<file path="src/rtl/mem_port_arbiter_pkg.sv">
// Shared types and constants for the cache line-refill port arbiter.
// Widths, state encoding, grant ids and the pending-request bundle.
package mem_port_arbiter_pkg;

    localparam int ADDR_W        = 32;
    localparam int LINE_W        = 128;
    localparam int LINE_OFF_BITS = 4;

    localparam logic [1:0] ARB_IDLE   = 2'd0;
    localparam logic [1:0] ARB_I_BUSY = 2'd1;
    localparam logic [1:0] ARB_D_BUSY = 2'd2;

    localparam logic REQ_I = 1'b0;
    localparam logic REQ_D = 1'b1;

    typedef struct packed {
        logic              valid;
        logic [ADDR_W-1:0] addr;
        logic              we;
        logic [LINE_W-1:0] wdata;
    } slot_t;

    function automatic logic [ADDR_W-1:0] line_addr(
        input logic [ADDR_W-1:0] a
    );
        return {a[ADDR_W-1:LINE_OFF_BITS], {LINE_OFF_BITS{1'b0}}};
    endfunction

endpackage

</file>
<file path="src/rtl/mem_port_arbiter_slot.sv">
// One-deep pending request capture for a single requester.
// A new pulse overwrites the entry and takes priority over a clear.
module arb_req_slot
    import mem_port_arbiter_pkg::*;
(
    input  logic              clk,
    input  logic              rst_n,
    input  logic              load,
    input  logic              clear,
    input  logic [ADDR_W-1:0] ld_addr,
    input  logic              ld_we,
    input  logic [LINE_W-1:0] ld_wdata,
    output slot_t             slot
);

    always_ff @(posedge clk) begin
        if (!rst_n) begin
            slot <= '0;
        end else if (load) begin
            slot.valid <= 1'b1;
            slot.addr  <= ld_addr;
            slot.we    <= ld_we;
            slot.wdata <= ld_wdata;
        end else if (clear) begin
            slot.valid <= 1'b0;
        end
    end

endmodule

</file>
<file path="src/rtl/mem_port_arbiter.sv">
// Round-robin arbiter sharing one line-refill memory port between
// the Icache and Dcache, with stale Icache response suppression.
module mem_port_arbiter
    import mem_port_arbiter_pkg::*;
(
    input  logic              clk,
    input  logic              rst_n,
    input  logic [ADDR_W-1:0] Icache_addr_i,
    input  logic              Icache_valid_req_i,
    output logic              bc_Icache_ready_o,
    output logic [LINE_W-1:0] bc_Icache_data_o,
    input  logic [ADDR_W-1:0] Dcache_addr_i,
    input  logic              Dcache_valid_req_i,
    input  logic              Dcache_we_i,
    input  logic [LINE_W-1:0] Dcache_wdata_i,
    output logic              bc_Dcache_ready_o,
    output logic [LINE_W-1:0] bc_Dcache_data_o,
    output logic              mem_req_o,
    output logic              mem_we_o,
    output logic [ADDR_W-1:0] mem_addr_o,
    output logic [LINE_W-1:0] mem_wdata_o,
    input  logic              mem_ack_i,
    input  logic [LINE_W-1:0] mem_rdata_i
);

    logic [1:0] state;
    logic       last_grant;
    logic       i_stale;

    slot_t i_slot, d_slot;
    slot_t i_cand, d_cand, sel;
    logic  idle, grant_i, grant_d;
    logic  ack_i, ack_d;

    // Current-cycle pulses bypass the slot so a lone request costs no cycle.
    always_comb begin
        i_cand = i_slot;
        d_cand = d_slot;
        if (Icache_valid_req_i) begin
            i_cand.valid = 1'b1;
            i_cand.addr  = Icache_addr_i;
            i_cand.we    = 1'b0;
            i_cand.wdata = '0;
        end
        if (Dcache_valid_req_i) begin
            d_cand.valid = 1'b1;
            d_cand.addr  = Dcache_addr_i;
            d_cand.we    = Dcache_we_i;
            d_cand.wdata = Dcache_wdata_i;
        end
        idle    = (state == ARB_IDLE);
        grant_i = idle && i_cand.valid &&
                  (!d_cand.valid || last_grant == REQ_D);
        grant_d = idle && d_cand.valid && !grant_i;
        sel     = grant_d ? d_cand : i_cand;
        ack_i   = (state == ARB_I_BUSY) && mem_ack_i;
        ack_d   = (state == ARB_D_BUSY) && mem_ack_i;
    end

    arb_req_slot u_i_slot (
        .clk      (clk),
        .rst_n    (rst_n),
        .load     (Icache_valid_req_i && !grant_i),
        .clear    (grant_i),
        .ld_addr  (Icache_addr_i),
        .ld_we    (1'b0),
        .ld_wdata ('0),
        .slot     (i_slot)
    );

    arb_req_slot u_d_slot (
        .clk      (clk),
        .rst_n    (rst_n),
        .load     (Dcache_valid_req_i && !grant_d),
        .clear    (grant_d),
        .ld_addr  (Dcache_addr_i),
        .ld_we    (Dcache_we_i),
        .ld_wdata (Dcache_wdata_i),
        .slot     (d_slot)
    );

    always_ff @(posedge clk) begin
        if (!rst_n) begin
            state             <= ARB_IDLE;
            last_grant        <= REQ_D;
            i_stale           <= 1'b0;
            mem_req_o         <= 1'b0;
            mem_we_o          <= 1'b0;
            mem_addr_o        <= '0;
            mem_wdata_o       <= '0;
            bc_Icache_ready_o <= 1'b0;
            bc_Icache_data_o  <= '0;
            bc_Dcache_ready_o <= 1'b0;
            bc_Dcache_data_o  <= '0;
        end else begin
            bc_Icache_ready_o <= 1'b0;
            bc_Dcache_ready_o <= 1'b0;
            unique case (1'b1)
                (grant_i || grant_d): begin
                    mem_req_o   <= 1'b1;
                    mem_addr_o  <= line_addr(sel.addr);
                    mem_we_o    <= sel.we;
                    mem_wdata_o <= sel.wdata;
                    last_grant  <= grant_d ? REQ_D : REQ_I;
                    state       <= grant_d ? ARB_D_BUSY : ARB_I_BUSY;
                end
                ack_i: begin
                    mem_req_o <= 1'b0;
                    state     <= ARB_IDLE;
                    i_stale   <= 1'b0;
                    // A re-issued fetch makes this line useless to the core.
                    if (!(i_stale || Icache_valid_req_i)) begin
                        bc_Icache_ready_o <= 1'b1;
                        bc_Icache_data_o  <= mem_rdata_i;
                    end
                end
                ack_d: begin
                    mem_req_o         <= 1'b0;
                    state             <= ARB_IDLE;
                    bc_Dcache_ready_o <= 1'b1;
                    bc_Dcache_data_o  <= mem_we_o ? '0 : mem_rdata_i;
                end
                default: ;
            endcase
            if (state == ARB_I_BUSY && Icache_valid_req_i && !mem_ack_i)
                i_stale <= 1'b1;
        end
    end

endmodule

</file>
<file path="config.mk">
export PLATFORM = sky130hd
export DESIGN_NAME = mem_port_arbiter
export DESIGN_NICKNAME = d
export VERILOG_FILES = /design/src/rtl/mem_port_arbiter_pkg.sv /design/src/rtl/mem_port_arbiter_slot.sv /design/src/rtl/mem_port_arbiter.sv
export SDC_FILE = /design/constraint.sdc
export NUM_CORES = 1
export LEC_CHECK = 0
export CORE_AREA = 2 2 293 295
export DETAILED_ROUTE_END_ITERATION = 10
export DIE_AREA = 0 0 295 297
export GPL_TIMING_DRIVEN = 0
export PLACE_DENSITY = 0.58
export SETUP_SLACK_MARGIN = 0.02
export SYNTH_ARGS = -nofsm -noshare
export SYNTH_HDL_FRONTEND = slang
export SYNTH_SLANG_ARGS = --single-unit
</file>
<file path="constraint.sdc">
create_clock -name clk -period 5.3 [get_ports clk]
set_clock_uncertainty 0.15 [all_clocks]
set_input_delay 0.53 -clock clk [delete_from_list [all_inputs] [get_ports clk]]
set_output_delay 0.53 -clock clk [all_outputs]
set_load 0.1 [all_outputs]
</file>
# ---- Word level (Yosys, flattened, before mapping)
# Index checks and enable logic that the tools add are counted.
dict set report word_totals {
  register_bits 615
  out_inout_bits 420
  inputBits 326
  elab_cells 61
}
dict set report op_classes {
  reduce_logical 25
  mux 16
  n_eq_ne 2
  bitwise_logic 1
}
# operator count
set op_table {}
lappend op_table {{2-to-1 mux 162 bit} 2}
lappend op_table {{2-to-1 mux 161 bit} 1}
lappend op_table {{2-to-1 mux 128 bit} 1}
lappend op_table {{logical AND 1 bit} 10}
lappend op_table {{2-to-1 mux 1 bit} 9}
lappend op_table {{nonzero test 2 bit} 4}
lappend op_table {{logical NOT 1 bit} 4}
lappend op_table {{one-hot mux 2 bit (2 select lines)} 1}
lappend op_table {{AND reduction 2 bit} 2}
lappend op_table {{logical OR 1 bit} 3}
lappend op_table {{== test 2 x 1 -> 1 bit (second input constant)} 1}
lappend op_table {{== test 2 bit (second input constant)} 1}
lappend op_table {{logical NOT 2 bit} 1}
lappend op_table {{2-to-1 mux 2 bit} 1}
lappend op_table {{one-hot mux 1 bit (2 select lines)} 1}
lappend op_table {{OR reduction 2 bit} 1}
lappend op_table {{NOT 1 bit} 1}

# ---- Depth between registers and ports, before layout
dict set report depth {
  word_depth 9
  ltp_mapped 8
  mapped_depth_nobuf 3
}

# ---- By module
# A second synthesis with hierarchy kept.
dict set report unflattened {
  cells_unflattened 3086
  area_unflattened_um2 31446.4
}
# module cells_per_inst n_inst area_each_um2 seq_area_each_um2
set by_module_without_submodules {}
lappend by_module_without_submodules {mem_port_arbiter 2042 1 19222.2 8408.1}
lappend by_module_without_submodules {arb_req_slot 522 2 6112.1 3243.1}

# ---- Worst setup path before layout
# Ideal clock, no wire load.
dict set report synth_timing {
  path_kind {input-to-reg}
  startpoint {input Icache_valid_req_i}
  endpoint {register mem_addr_o[28]}
  setup_time_ns 0.137
  required_ns 5.013
  t_arrival_ns 1.743
  stages 5
  setup_slack_ns 3.271
  path_buffers 2
  cell_sequence {buf_2 -> buf_1 -> mux2_2 -> o41ai_1 -> a31oi_1}
}
dict set report synth_between {
  elab_chain_len 6
  word_cells_on_any_way 7
  classes_between {mux (2); reduce/logical (5)}
}
# element line_no
set synth_lines {}
lappend synth_lines {{start, declared} mem_port_arbiter.sv:9} ;# input logic Icache_valid_req_i,
lappend synth_lines {{2-to-1 mux 162 bit (*)} mem_port_arbiter.sv:39} ;# if (Icache_valid_req_i) begin
lappend synth_lines {{logical AND 1 bit (2 in a row)} mem_port_arbiter.sv:52} ;# grant_i = idle && i_cand.valid &&
lappend synth_lines {{logical NOT 1 bit} mem_port_arbiter.sv:54} ;# grant_d = idle && d_cand.valid && !grant_i;
lappend synth_lines {{logical AND 1 bit} mem_port_arbiter.sv:54}
lappend synth_lines {{2-to-1 mux 161 bit or logical OR 1 bit (tied branches)} {mem_port_arbiter.sv:55, mem_port_arbiter.sv:99}}
lappend synth_lines {{end signal, assigned} mem_port_arbiter.sv:101} ;# mem_addr_o <= line_addr(sel.addr);
lappend synth_lines {{end, declared} mem_port_arbiter.sv:20} ;# output logic [ADDR_W-1:0] mem_addr_o,
# Mark *: on every way between the ends. The rest lies on a longest branch, timed or not.
# A chain may end at the register's enable or synchronous reset.

# ---- Worst setup path in the final report
dict set report layout_timing {
  startpoint {register mem_addr_o[18]}
  endpoint {output mem_addr_o[18]}
}
# No word-level cell between the ends.

==> results.py <==
metrics = {
    "place": {
        "portBuffers": 730,
        "gp_routability_congestion": 0.951,
        "post-dp-hpwl_microns": 86600,
    },
    "sta": {
        "timing_max_transition_violations_final": 0,
        "slew_headroom": 0.149,
        "setup_violations": 0,
        "worst_slew_pin_slew_ns": 1.27,
        "finalHoldViolations": 0,
        "setup_total_negative_slack_ns": 0,
        "timing.final.crit_share": 0.562,
        "setup_repair_after_global_routing_missed_its_margin": "false",
        "timing.hold.ws_ns": 0.205,
        "min_period_ns": 2.98,
        "fmax_mhz": 336,
    },
    "worst_hold_path": {
        "min-delay-path-class": "input pin to flip-flop",
    },
    "synthesis": {
        "primary_ff_master_synth": "dfxtp_1",
        "synthesis.area_per_instance_sq_um": 9.51,
        "post_synth_num_cell_types": 43,
        "yosys_warnings": 0,
        "post_synth_inst_count": 2695,
        "ys_async_sr_fraction": 0,
        "synth_seq_cells": 607,
        "synth_seq_area_share": 0.474,
        "synth-edff-count": 0,
        "mappedNetlistArea_sq_um": 25600,
    },
    "layout": {
        "top_library_cells_by_usage_in_the_layout_fill_and_taps_aside": "clkdlybuf4s50_1 (730), dfxtp_1 (607), nand2_1 (371), o21ai_0 (261), clkbuf_1 (217)",
        "multi_input_area_sq_um": 12100,
        "nets": 3829,
        "layout_commonest_cell": "clkdlybuf4s50_1",
        "post_route_cells_drive_above_1_share": 0.105,
        "fillerInstances": 8384,
        "syn_to_final_growth_pct": 44.1,
        "area.sequential_sq_um": 12200,
    },
    "clock_tree": {
        "cts_hold_buf": 0,
        "clock_tree.root_cell": "clkbuf_16",
        "cts.reportedPaths.clkPinSlew_ns": 0.06,
        "ctsLongestPathBuffers": 3,
        "cts_tree": "done",
        "cts_max_level": 3,
        "cts_resized": 0,
        "cts_post_setup_buffers_inserted": 0,
        "cts_sinks": 607,
        "clk-insertion-delay-late_ns": 0.60,
        "cts_inserted_buffers": 73,
    },
    "critical_path": {
        "cp-end-kind": "output pin",
        "critical_path.slowest_cell": "clkdlybuf4s50_1",
        "worst_setup_path_start_kind": "flip-flop",
        "maximum_fanout_count_along_the_critical_path": 2,
        "critical_path.max_stage_delay_ns": 1.32,
        "worst_setup_path_startpoint": "mem_addr_o[18]$_SDFFE_PN0P_",
        "rr_endpoint": "mem_wdata_o[89]$_SDFFE_PN0P_",
        "cp.depth": 1,
        "worstPathCellList": "clkdlybuf4s50_1",
        "r2r_setup_slack_ns": 2.46,
        "setup.worst_path.end": "mem_addr_o[18]",
        "critical_path_buf_inv_count": 1,
        "worstSetupPathType": "flip-flop to output pin",
        "worst_ep_required_time_ns": 4.62,
        "path_delay_family": "buffers and inverters",
        "crit_arrival_ns": 2.30,
        "reg2reg_start": "u_i_slot.slot[161]$_SDFFE_PN0P_",
        "r2r.worst_path.cells": 5,
    },
    "floorplan": {
        "chipWidth_microns": 295,
        "dieArea_sq_um": 87600,
        "initial_utilization": 0.303,
        "num_rows": 107,
        "io_pins": 746,
        "die_height_microns": 297,
        "core_area_sq_um": 84500,
    },
    "detailed_routing": {
        "firstDrtPassIters": 5,
        "antenna_violating_nets_post_route": 0,
        "routed_wl_microns": 111000,
        "vias_per_cell": 5.05,
        "post-route-drc-count": 0,
        "detail_route.wl_per_cell_microns": 23.6,
        "detail_route.iter0.violations": 1230,
        "via_count": 23900,
    },
    "power": {
        "comb_power_share": 0.291,
        "internal_pwr_total_mw": 9.26,
        "power_density_nw_per_um2": 395,
        "power_frac_clock": 0.357,
        "peakVddDrop_mv": 0.323,
        "power.static_leakage_nw": 13.7,
        "switching_share": 0.366,
        "power.share.sequential": 0.352,
        "power_switching_mw": 5.34,
    },
    "global_routing": {
        "grt_first_pass_wirelength_microns": 159000,
        "grtUsageTotal": 0.243,
        "number_of_antenna_violations_at_the_first_check_in_global_routing": 54,
        "vias_in_the_first_global_route": 23700,
        "grt.overflow.total": 0,
        "grt_max_degree": 13,
    },
    "job": {
        "cap_viol_max_count": 0,
    },
    "outcome": {
        "status": "finished clean",
    },
}
per-layer routing:
metal	wire length, microns	GRT usage	vias up
li1	-	-	11400
met1	40700	0.255	11400
met2	54800	0.426	784
met3	9980	0.0845	259
met4	5790	0.125	36
met5	231	0	-
state kept, by name, summed over array words and instances, names as in the netlist:
register	count
i_stale	1
bc_Dcache_data_o	128
last_grant	1
mem_addr_o	28
mem_we_o	1
bc_Dcache_ready_o	1
bc_Icache_data_o	128
u_i_slot.slot	29
state	2
bc_Icache_ready_o	1
mem_wdata_o	128
u_d_slot.slot	158
mem_req_o	1
synthesized netlist by cell type, types with 2 or more instances:
| cell | instances | area share |
|---|---|---|
| a21boi_0 | 196 | 0.057 |
| clkbuf_1 | 202 | 0.030 |
| o2111ai_1 | 6 | 0.0021 |
| nand4_1 | 135 | 0.033 |
| a31oi_1 | 2 | 0.00049 |
| and3_1 | 3 | 0.00073 |
| a21boi_1 | 64 | 0.019 |
| buf_1 | 26 | 0.0038 |
| nor4_1 | 21 | 0.0051 |
| nor2_1 | 5 | 0.00073 |
| a211oi_1 | 21 | 0.0062 |
| mux2i_1 | 197 | 0.077 |
| a21oi_1 | 21 | 0.0041 |
| buf_4 | 6 | 0.0018 |
| dfxtp_1 | 607 | 0.47 |
| buf_6 | 16 | 0.0070 |
| buf_2 | 52 | 0.010 |
| nand2_1 | 371 | 0.054 |
| o2111a_1 | 6 | 0.0026 |
| o21ai_0 | 261 | 0.051 |
| nand3_1 | 130 | 0.025 |
| a22o_1 | 128 | 0.044 |
| inv_1 | 3 | 0.00044 |
| mux2_2 | 173 | 0.076 |
| nor2b_1 | 2 | 0.00049 |
| o41ai_1 | 22 | 0.0075 |
| or2_2 | 3 | 0.00073 |
how the worst min path moves through the flow:
stage / start / to / slack (ns) / depth (start not counted)
after floorplan: u_i_slot.slot[134]$_SDFFE_PN0P_ / u_i_slot.slot[134]$_SDFFE_PN0P_ / 0.28 / 2
after global placement: u_i_slot.slot[134]$_SDFFE_PN0P_ / u_i_slot.slot[134]$_SDFFE_PN0P_ / 0.29 / 2
after detailed placement: u_i_slot.slot[154]$_SDFFE_PN0P_ / u_i_slot.slot[154]$_SDFFE_PN0P_ / 0.30 / 2
after CTS: rst_n / bc_Dcache_ready_o$_SDFF_PN0_ / 0.16 / 2
after global routing: rst_n / bc_Dcache_ready_o$_SDFF_PN0_ / 0.19 / 2
final: rst_n / bc_Dcache_ready_o$_SDFF_PN0_ / 0.21 / 2
logic make-up after synthesis:
logic type | Yosys count | synth area share
buffers and inverters | 305 | 0.0528
AOI/OAI and AO/OA | 735 | 0.197
DFF | 607 | 0.474
xor gates and xnor gates | 1 | 0.000342
muxes | 370 | 0.153
other | 1 | 0.000146
and+or+nand+nor | 676 | 0.123
power by group through the flow:
stage,combinational (mW),clock (mW),sequential [mW]
after floorplan,1.41,0,6.68
after global placement,4.24,0,5.23
final,4.25,5.21,5.14
after global routing,4.46,5.50,5.18
after CTS,4.27,5.32,5.14
after detailed placement,4.25,0,5.24
layout make-up:
class                           instances  area share
Inverter                                3    0.000305
Clock buffer                          108      0.0588
Clock inverter                         26     0.00874
Antenna cell                           26     0.00176
Buffer                                302      0.0363
Multi-Input combinational cell       1786       0.328
Sequential cell                       607       0.329
Tap cell                             1144      0.0388
Timing Repair Buffer                  730       0.198
per-stage QoR:
step / std cells / utilization / setup WS (ns) / area [sq um] / power (mW)
after floorplan: 2698 / - / 3.27 / 25600 / 8.09
after global placement: 4572 / 0.407 / 1.91 / 34400 / 9.47
after detailed placement: 4572 / 0.407 / 1.89 / 34400 / 9.49
after CTS: 4706 / 0.436 / 2.26 / 36900 / 14.7
after global routing: 4725 / 0.437 / 2.23 / 36900 / 15.1
final: 4732 / 0.437 / 2.32 / 36900 / 14.6
No activity file was read; power rests on OpenSTA's default activity.
